`src/rtl/reg_file_bank.sv`:
```
// Dual-write, dual-read register bank with a dedicated flag register and a
// shadow copy reached through a sequenced one-register-per-cycle save/restore.
//
// state     | meaning
// ----------+------------------------------------------------
// S_IDLE    | normal access, writes and bypass enabled
// S_SAVE    | copying main[idx] into shadow[idx], writes dropped
// S_RESTORE | copying shadow[idx] into main[idx], writes dropped
module reg_file_bank #(
   parameter int WIDTH   = 16,
   parameter int DEPTH   = 16,
   parameter int ZERO_R0 = 0,
   localparam int AW     = $clog2(DEPTH)
) (
   input  logic             clk,
   input  logic             reset,
   input  logic             we1,
   input  logic [AW-1:0]    wa1,
   input  logic [WIDTH-1:0] wd1,
   input  logic             we2,
   input  logic [AW-1:0]    wa2,
   input  logic [WIDTH-1:0] wd2,
   input  logic             wef,
   input  logic [WIDTH-1:0] wdf,
   input  logic [AW-1:0]    ra1,
   input  logic [AW-1:0]    ra2,
   output logic [WIDTH-1:0] rd1,
   output logic [WIDTH-1:0] rd2,
   output logic [WIDTH-1:0] rdf,
   input  logic             save_req,
   input  logic             restore_req,
   output logic             busy,
   output logic             done
);

   localparam logic [AW-1:0] FLAG = AW'(DEPTH - 1);
   localparam logic [AW-1:0] LAST = AW'(DEPTH - 1);

   localparam logic [1:0] S_IDLE    = 2'd0;
   localparam logic [1:0] S_SAVE    = 2'd1;
   localparam logic [1:0] S_RESTORE = 2'd2;

   logic [1:0]       state_q;
   logic [AW-1:0]    idx_q;
   logic             done_q;
   logic [WIDTH-1:0] main_q   [DEPTH];
   logic [WIDTH-1:0] shadow_q [DEPTH];
   logic             wr_ok;

   assign busy  = (state_q != S_IDLE);
   assign done  = done_q;
   assign wr_ok = ~busy;

   always_ff @(posedge clk or posedge reset) begin
      if (reset) begin
         state_q <= S_IDLE;
         idx_q   <= '0;
         done_q  <= 1'b0;
      end else begin
         done_q <= 1'b0;
         case (state_q)
            S_IDLE: begin
               idx_q <= '0;
               if (save_req)
                  state_q <= S_SAVE;
               else if (restore_req)
                  state_q <= S_RESTORE;
            end
            S_SAVE, S_RESTORE: begin
               // Stop on the last index rather than letting the counter wrap.
               if (idx_q == LAST) begin
                  state_q <= S_IDLE;
                  done_q  <= 1'b1;
               end else begin
                  idx_q <= idx_q + 1'b1;
               end
            end
            default: state_q <= S_IDLE;
         endcase
      end
   end

   always_ff @(posedge clk or posedge reset) begin
      if (reset) begin
         for (int i = 0; i < DEPTH; i++)
            main_q[i] <= '0;
      end else begin
         for (int i = 0; i < DEPTH; i++) begin
            if (ZERO_R0 != 0 && i == 0)
               main_q[i] <= '0;
            else if (state_q == S_RESTORE && idx_q == AW'(i))
               main_q[i] <= shadow_q[i];
            else if (wr_ok && wef && FLAG == AW'(i))
               main_q[i] <= wdf;
            else if (wr_ok && we2 && wa2 == AW'(i))
               main_q[i] <= wd2;
            else if (wr_ok && we1 && wa1 == AW'(i))
               main_q[i] <= wd1;
         end
      end
   end

   always_ff @(posedge clk or posedge reset) begin
      if (reset) begin
         for (int i = 0; i < DEPTH; i++)
            shadow_q[i] <= '0;
      end else if (state_q == S_SAVE) begin
         shadow_q[idx_q] <= main_q[idx_q];
      end
   end

   // Bypass mirrors the write priority so a read sees what the edge will commit.
   function automatic logic [WIDTH-1:0] read_port(input logic [AW-1:0] addr);
      if (ZERO_R0 != 0 && addr == '0)
         return '0;
      if (wr_ok && wef && addr == FLAG)
         return wdf;
      if (wr_ok && we2 && wa2 == addr)
         return wd2;
      if (wr_ok && we1 && wa1 == addr)
         return wd1;
      return main_q[addr];
   endfunction

   always_comb begin
      rd1 = read_port(ra1);
      rd2 = read_port(ra2);
      rdf = read_port(FLAG);
   end

endmodule

```
`config.mk`:
```
export PLATFORM = sky130hd
export DESIGN_NAME = reg_file_bank
export DESIGN_NICKNAME = d
export VERILOG_FILES = /design/src/rtl/reg_file_bank.sv
export SDC_FILE = /design/constraint.sdc
export NUM_CORES = 2
export LEC_CHECK = 0
export CAP_MARGIN = 15
export CORE_MARGIN = 4
export CORE_UTILIZATION = 60
export CTS_CLUSTER_DIAMETER = 50
export CTS_CLUSTER_SIZE = 10
export DETAILED_ROUTE_END_ITERATION = 8
export PLACE_DENSITY = 0.79
export SETUP_SLACK_MARGIN = 0.5
export SLEW_MARGIN = 40
export SYNTH_ARGS = -nofsm -noshare
export SYNTH_HDL_FRONTEND = slang
export SYNTH_SLANG_ARGS = --single-unit
export TNS_END_PERCENT = 30
```
`constraint.sdc`:
```
create_clock -name clk -period 37.3 [get_ports clk]
set_clock_uncertainty 0.1 [all_clocks]
set_input_delay 7.46 -clock clk [delete_from_list [all_inputs] [get_ports clk]]
set_output_delay 7.46 -clock clk [all_outputs]
set_load 0.005 [all_outputs]
```
* Word level (Yosys, flattened, before mapping) *
Index checks and enable logic that the tools add are counted.
Widths: inputs -> output; s select.

cells by class
  reductions and logical operators = 83
  multiplexer cells = 105
  eq/ne operators = 56
  $mul = 0
  bitwise logic cells = 4
  divide/modulo/power cells = 0
  $lt $le $gt $ge = 4
  shift-type cells = 0
  $add $sub $neg = 1

operators with widths
  kind                 count
  $mux 16              74
  $bwmux 256           1
  $bmux 16 s4          3
  $eq 4x4->1 const B   26
  $demux 16 s4         1
  $logic_and 1x1->1    58
  $eq 4x3->1 const B   12
  $reduce_bool 3->1    15
  $eq 4x2->1 const B   6
  $mux 1               20
  $eq 4x4->1           4
  $ge 5x5->1 const B   3
  $not 4->5            3
  $eq 4x1->1 const B   3
  $logic_not 4->1      3
  $pmux 4 s2           1
  $mux 2               3
  $lt 5x1->1 const B   1
  $add 4x1->4 const B  1
  $mux 4               1
  $ne 2x2->1 const B   2
  $pmux 2 s2           1
  $reduce_and 2->1     2
  $reduce_bool 2->1    2
  other kinds (7)      7

storage, ports and cells
  bits in read-only memories = 0
  latch bits = 0
  flip-flop bits (word level) = 519
  RAM bits = 0
  input port bits = 71
  memories kept = 0
  logic and storage cells = 288

* Depth between registers and ports, before layout *
  depth after elaboration = 11
  gate-level depth with buffers = 12
  depth with buffers taken out = 7

* Least setup slack after synthesis *
No wires, ideal clock.

  path type = input to output
  from = input ra1[0]
  to = output rd1[4]
  setup slack = 20.804 ns
  required time = 29.740 ns
  arrival time = 8.936 ns
  path buffers = 2
  cell stages on the path = 7
  cell sequence = buf_2 -> buf_2 -> mux4_2 -> a22oi_1 -> nand3_1 -> a21oi_1 -> a21oi_1

on the way
  cells in the longest elaborated chain, start to end = 8
  elaborated cells between the ends (all ways) = 21
  classes of those cells = eq/ne: 3; mux: 14; bitwise: 1; reduce/logical: 3

RTL lines
  element                                                              RTL line  text
  from (decl)                                                          25        input logic [AW-1:0] ra1,
  parallel branches: the longest is 7 deep, another holds $bmux 16 s4  --
  $mux 16 (*)                                                          118       if (wr_ok && we2 && wa2 == addr)
  to (decl)                                                            27        output logic [WIDTH-1:0] rd1,

Mark *: on every way between the ends. The select of a mux whose other input is x is not followed.

* Worst setup path in the final report *
  from = input ra2[3]
  to = output rd2[15]

on the way
  cells in the longest elaborated chain, start to end = 8
  elaborated cells between the ends (all ways) = 21
  classes of those cells = eq/ne: 3; mux: 14; bitwise: 1; reduce/logical: 3

RTL lines
  element                                                              RTL line  text
  from (decl)                                                          26        input logic [AW-1:0] ra2,
  parallel branches: the longest is 7 deep, another holds $bmux 16 s4  --
  $mux 16 (*)                                                          118
  to (decl)                                                            28        output logic [WIDTH-1:0] rd2,

Marks and branches as above.

==> results.json <==
{
  "post_cts_buffers": 0,
  "muxShareOfSynthArea_pct": 25.2,
  "firstDrtPassIters": 6,
  "grt_usage_pct": 43.1,
  "ir_drop_v": 0.0000715,
  "min_path_type": "flop to flop",
  "hold_viol_final": 0,
  "numCtsBuffers": 68,
  "reg2reg_slack_ns": 33.52,
  "outcome": "finished, final reports clean",
  "areaGrowthSynthToFinish_pct": 11.2,
  "period_share_pct": 50.2,
  "worstSetupEndpointType": "output port",
  "h-tree-depth": 3,
  "drv_cap": 0,
  "overflow": 0,
  "met2_length_um": 50900,
  "syn_area_per_cell_um2": 10.8,
  "gp_congestion": 1.01,
  "synth_simple_gate_area_share_pct": 9.50,
  "reg2regPathDepth": 10,
  "synthAdderAreaFrac_pct": 0.272,
  "drive_gt1_share_pct": 25.9,
  "max_freq_ghz": 0.0534,
  "ys.flop_type": "dfrtp_1",
  "yosysSeqAreaShare_pct": 40.3,
  "p_leak_nw": 16.8,
  "start_kind": "input pin",
  "met1_length_um": 46000,
  "fin_crit_ns": 18.72,
  "syn-num-nets": 3057,
  "ys_warn_count": 0,
  "drt_iter0_drc": 4379,
  "cts_tree": "built",
  "die_y_um": 240,
  "synthArstFlopShare_pct": 100,
  "met3_length_um": 21000,
  "ctsHoldBuffers": 0,
  "synth_seq_cells": 519,
  "die-area_um2": 57400,
  "synth_top_family_by_area": "multiplexers",
  "setup_viol": 0,
  "drc": 0,
  "synth_area_um2": 32200,
  "cts-resized-gates": 0,
  "crit_top_cell": "clkdlybuf4s50_1",
  "postLayoutCellArea_um2": 35800,
  "synth_compound_area_share_pct": 19.3,
  "clock-sinks": 519,
  "slew_headroom_pct": 41.7,
  "clock_path_buffers": 3,
  "grt_pass1_wl_um": 182000,
  "worstMarginPinSlew_ns": 0.873,
  "die_w_um": 240,
  "worstPathCellList": "clkdlybuf4s50_1 -> nand2_1 -> or3_1 -> nand3b_1 -> o221a_2 -> clkdlybuf4s50_1",
  "worstSkewPairLatency_ns": 0.62,
  "worstPathRequired_ns": 29.74,
  "critical_path_arrival_ns": 11.16,
  "fin_nets": 3013,
  "top_layer_used": "met5",
  "core-area_um2": 52900,
  "antenna_found_initial": 7,
  "rows": 84,
  "wire_per_inst_um": 34.1,
  "syn_inst": 2979,
  "cts_root_buffer": "clkbuf_16",
  "dpl_cell_area_um2": 33700,
  "synth-xor-area-share_pct": 0.435,
  "wirelength_um": 125000,
  "synth_cell_types": 59,
  "power_density_nw_per_um2": 73.6,
  "slew_violations": 0,
  "path_class": "input pin to output port",
  "vias_per_cell": 7.68,
  "vias": 28100,
  "cpPeakStageDelay_ns": 0.77,
  "hold_path_depth": 1,
  "cp_max_fo": 17,
  "io_pins": 121,
  "antenna_left": 0,
  "grt_setup_unrepaired": "false",
  "fin_setup_tns_ns": 0,
  "synth_edf_count": 0,
  "crit_slowest_cell": "or3_1",
  "io_buffers": 120,
  "grt_max_degree": 129,
  "grt_pass1_vias": 27200,
  "clkTransAtPathRegs_ns": 0.05,
  "place_hpwl_um": 81700,
  "initial_core_util_pct": 60.9
}
## cells in the mapped netlist, types with 6 or more instances
master,count,area [um^2]
clkbuf_1,214,803
o22ai_1,59,369
or3_1,7,43.8
a311oi_1,146,1280
a221oi_1,10,87.6
a21o_1,229,1720
a211oi_1,45,338
nor2_1,334,1250
mux2i_1,87,871
nand2b_1,10,62.6
o31ai_1,12,90.1
o211a_1,12,120
nor2b_1,6,37.5
o21ai_0,173,866
buf_1,10,37.5
and3_1,9,56.3
dfrtp_1,519,13000
buf_4,10,75.1
nor3_1,14,70.1
inv_1,21,78.8
xnor2_1,11,96.3
a21oi_1,28,140
ha_1,7,87.6
mux4_2,192,4320
nand3_1,71,355
buf_2,77,385
a31oi_1,17,106
o211ai_1,14,105
nand2_1,234,878
a211oi_2,52,651
o221a_2,14,158
buf_6,18,203
mux2_2,259,2920
## through the flow
| stage | worst slack [ns] | instances | hold WS (ns) | power (mW) | utilization, % |
|---|---|---|---|---|---|
| 2_1_floorplan | 15.24 | 2979 | 0.375 | 1.55 | - |
| 3_3_place_gp | 18.26 | 3550 | 0.383 | 1.91 | 63.5 |
| 3_5_place_dp | 18.36 | 3552 | 0.394 | 1.95 | 63.7 |
| 4_1_cts | 18.34 | 3648 | 0.404 | 2.58 | 67.6 |
| 5_1_grt | 18.44 | 3649 | 0.405 | 2.71 | 67.7 |
| 6_report | 18.58 | 3659 | 0.403 | 2.64 | 67.7 |
## final timing paths
path,start,endpoint
max in group asynchronous,reset,main_q[98]
worst max register to register,idx_q[1],main_q[127]
worst min-delay path,shadow_q[189],shadow_q[189]
worst max-delay path,ra2[3],rd2[15]
worst min register to register,shadow_q[189],shadow_q[189]
min in group asynchronous,reset,shadow_q[141]
## placed cells by master, fill, tap and decap left out, types with 52 or more instances in the layout
cell and count:
mux2i_1 87, dfrtp_1 517, clkbuf_16 71, a211oi_2 52, a21o_1 229, a311oi_1 146, o21ai_0 173, nand3_1 59
buf_4 87, o22ai_1 59, mux2_2 259, clkdlybuf4s50_1 112, mux4_2 192, nor2_1 331, nand2_1 233
## state kept, by name, indices dropped and copies added (netlist names)
name and cells:
shadow_q 256, state_q 2, main_q 256, done 1, idx_q 4
## routing by layer
| layer | vias to the layer above | track usage [%] |
|---|---|---|
| li1 | 11100 | - |
| met1 | 14200 | 59.4 |
| met2 | 2337 | 58.4 |
| met3 | 399 | 19.7 |
| met4 | 6 | 19.8 |
| met5 | - | 0 |
## final cells by class
cell class	count	area, um^2
multi-input cells	2109	17800
well taps	688	861
clock inverters	16	205
clock buffers	80	1850
diodes	10	25.0
inverters	21	91.3
fillers	3708	17100
flip-flops and latches	519	13000
repair buffers	216	1960
## critical path: cells and delay by family
family                 cells  cell delay, ns
buffers and inverters      2            1.32
AO/OA/AOI/OAI              1            0.42
AND/OR/NAND/NOR            3            1.95
## report_power, final
| part | switching [mW] | leakage [nW] | total [mW] | internal [mW] |
|---|---|---|---|---|
| sequential | 0.317 | 6.68 | 1.08 | 0.762 |
| combinational | 0.455 | 9.08 | 0.935 | 0.480 |
| clock | 0.251 | 1.00 | 0.622 | 0.371 |
## kinds of logic after synthesis
group                    after synthesis
AO/OA/AOI/OAI                        832
AND/OR/NAND/NOR                      716
multiplexers                         538
flip-flops                           519
buffers and inverters                351
XOR/XNOR                              16
adder cells (fa/ha/maj)                7
Note: power is estimated with default switching activity, not from simulation.
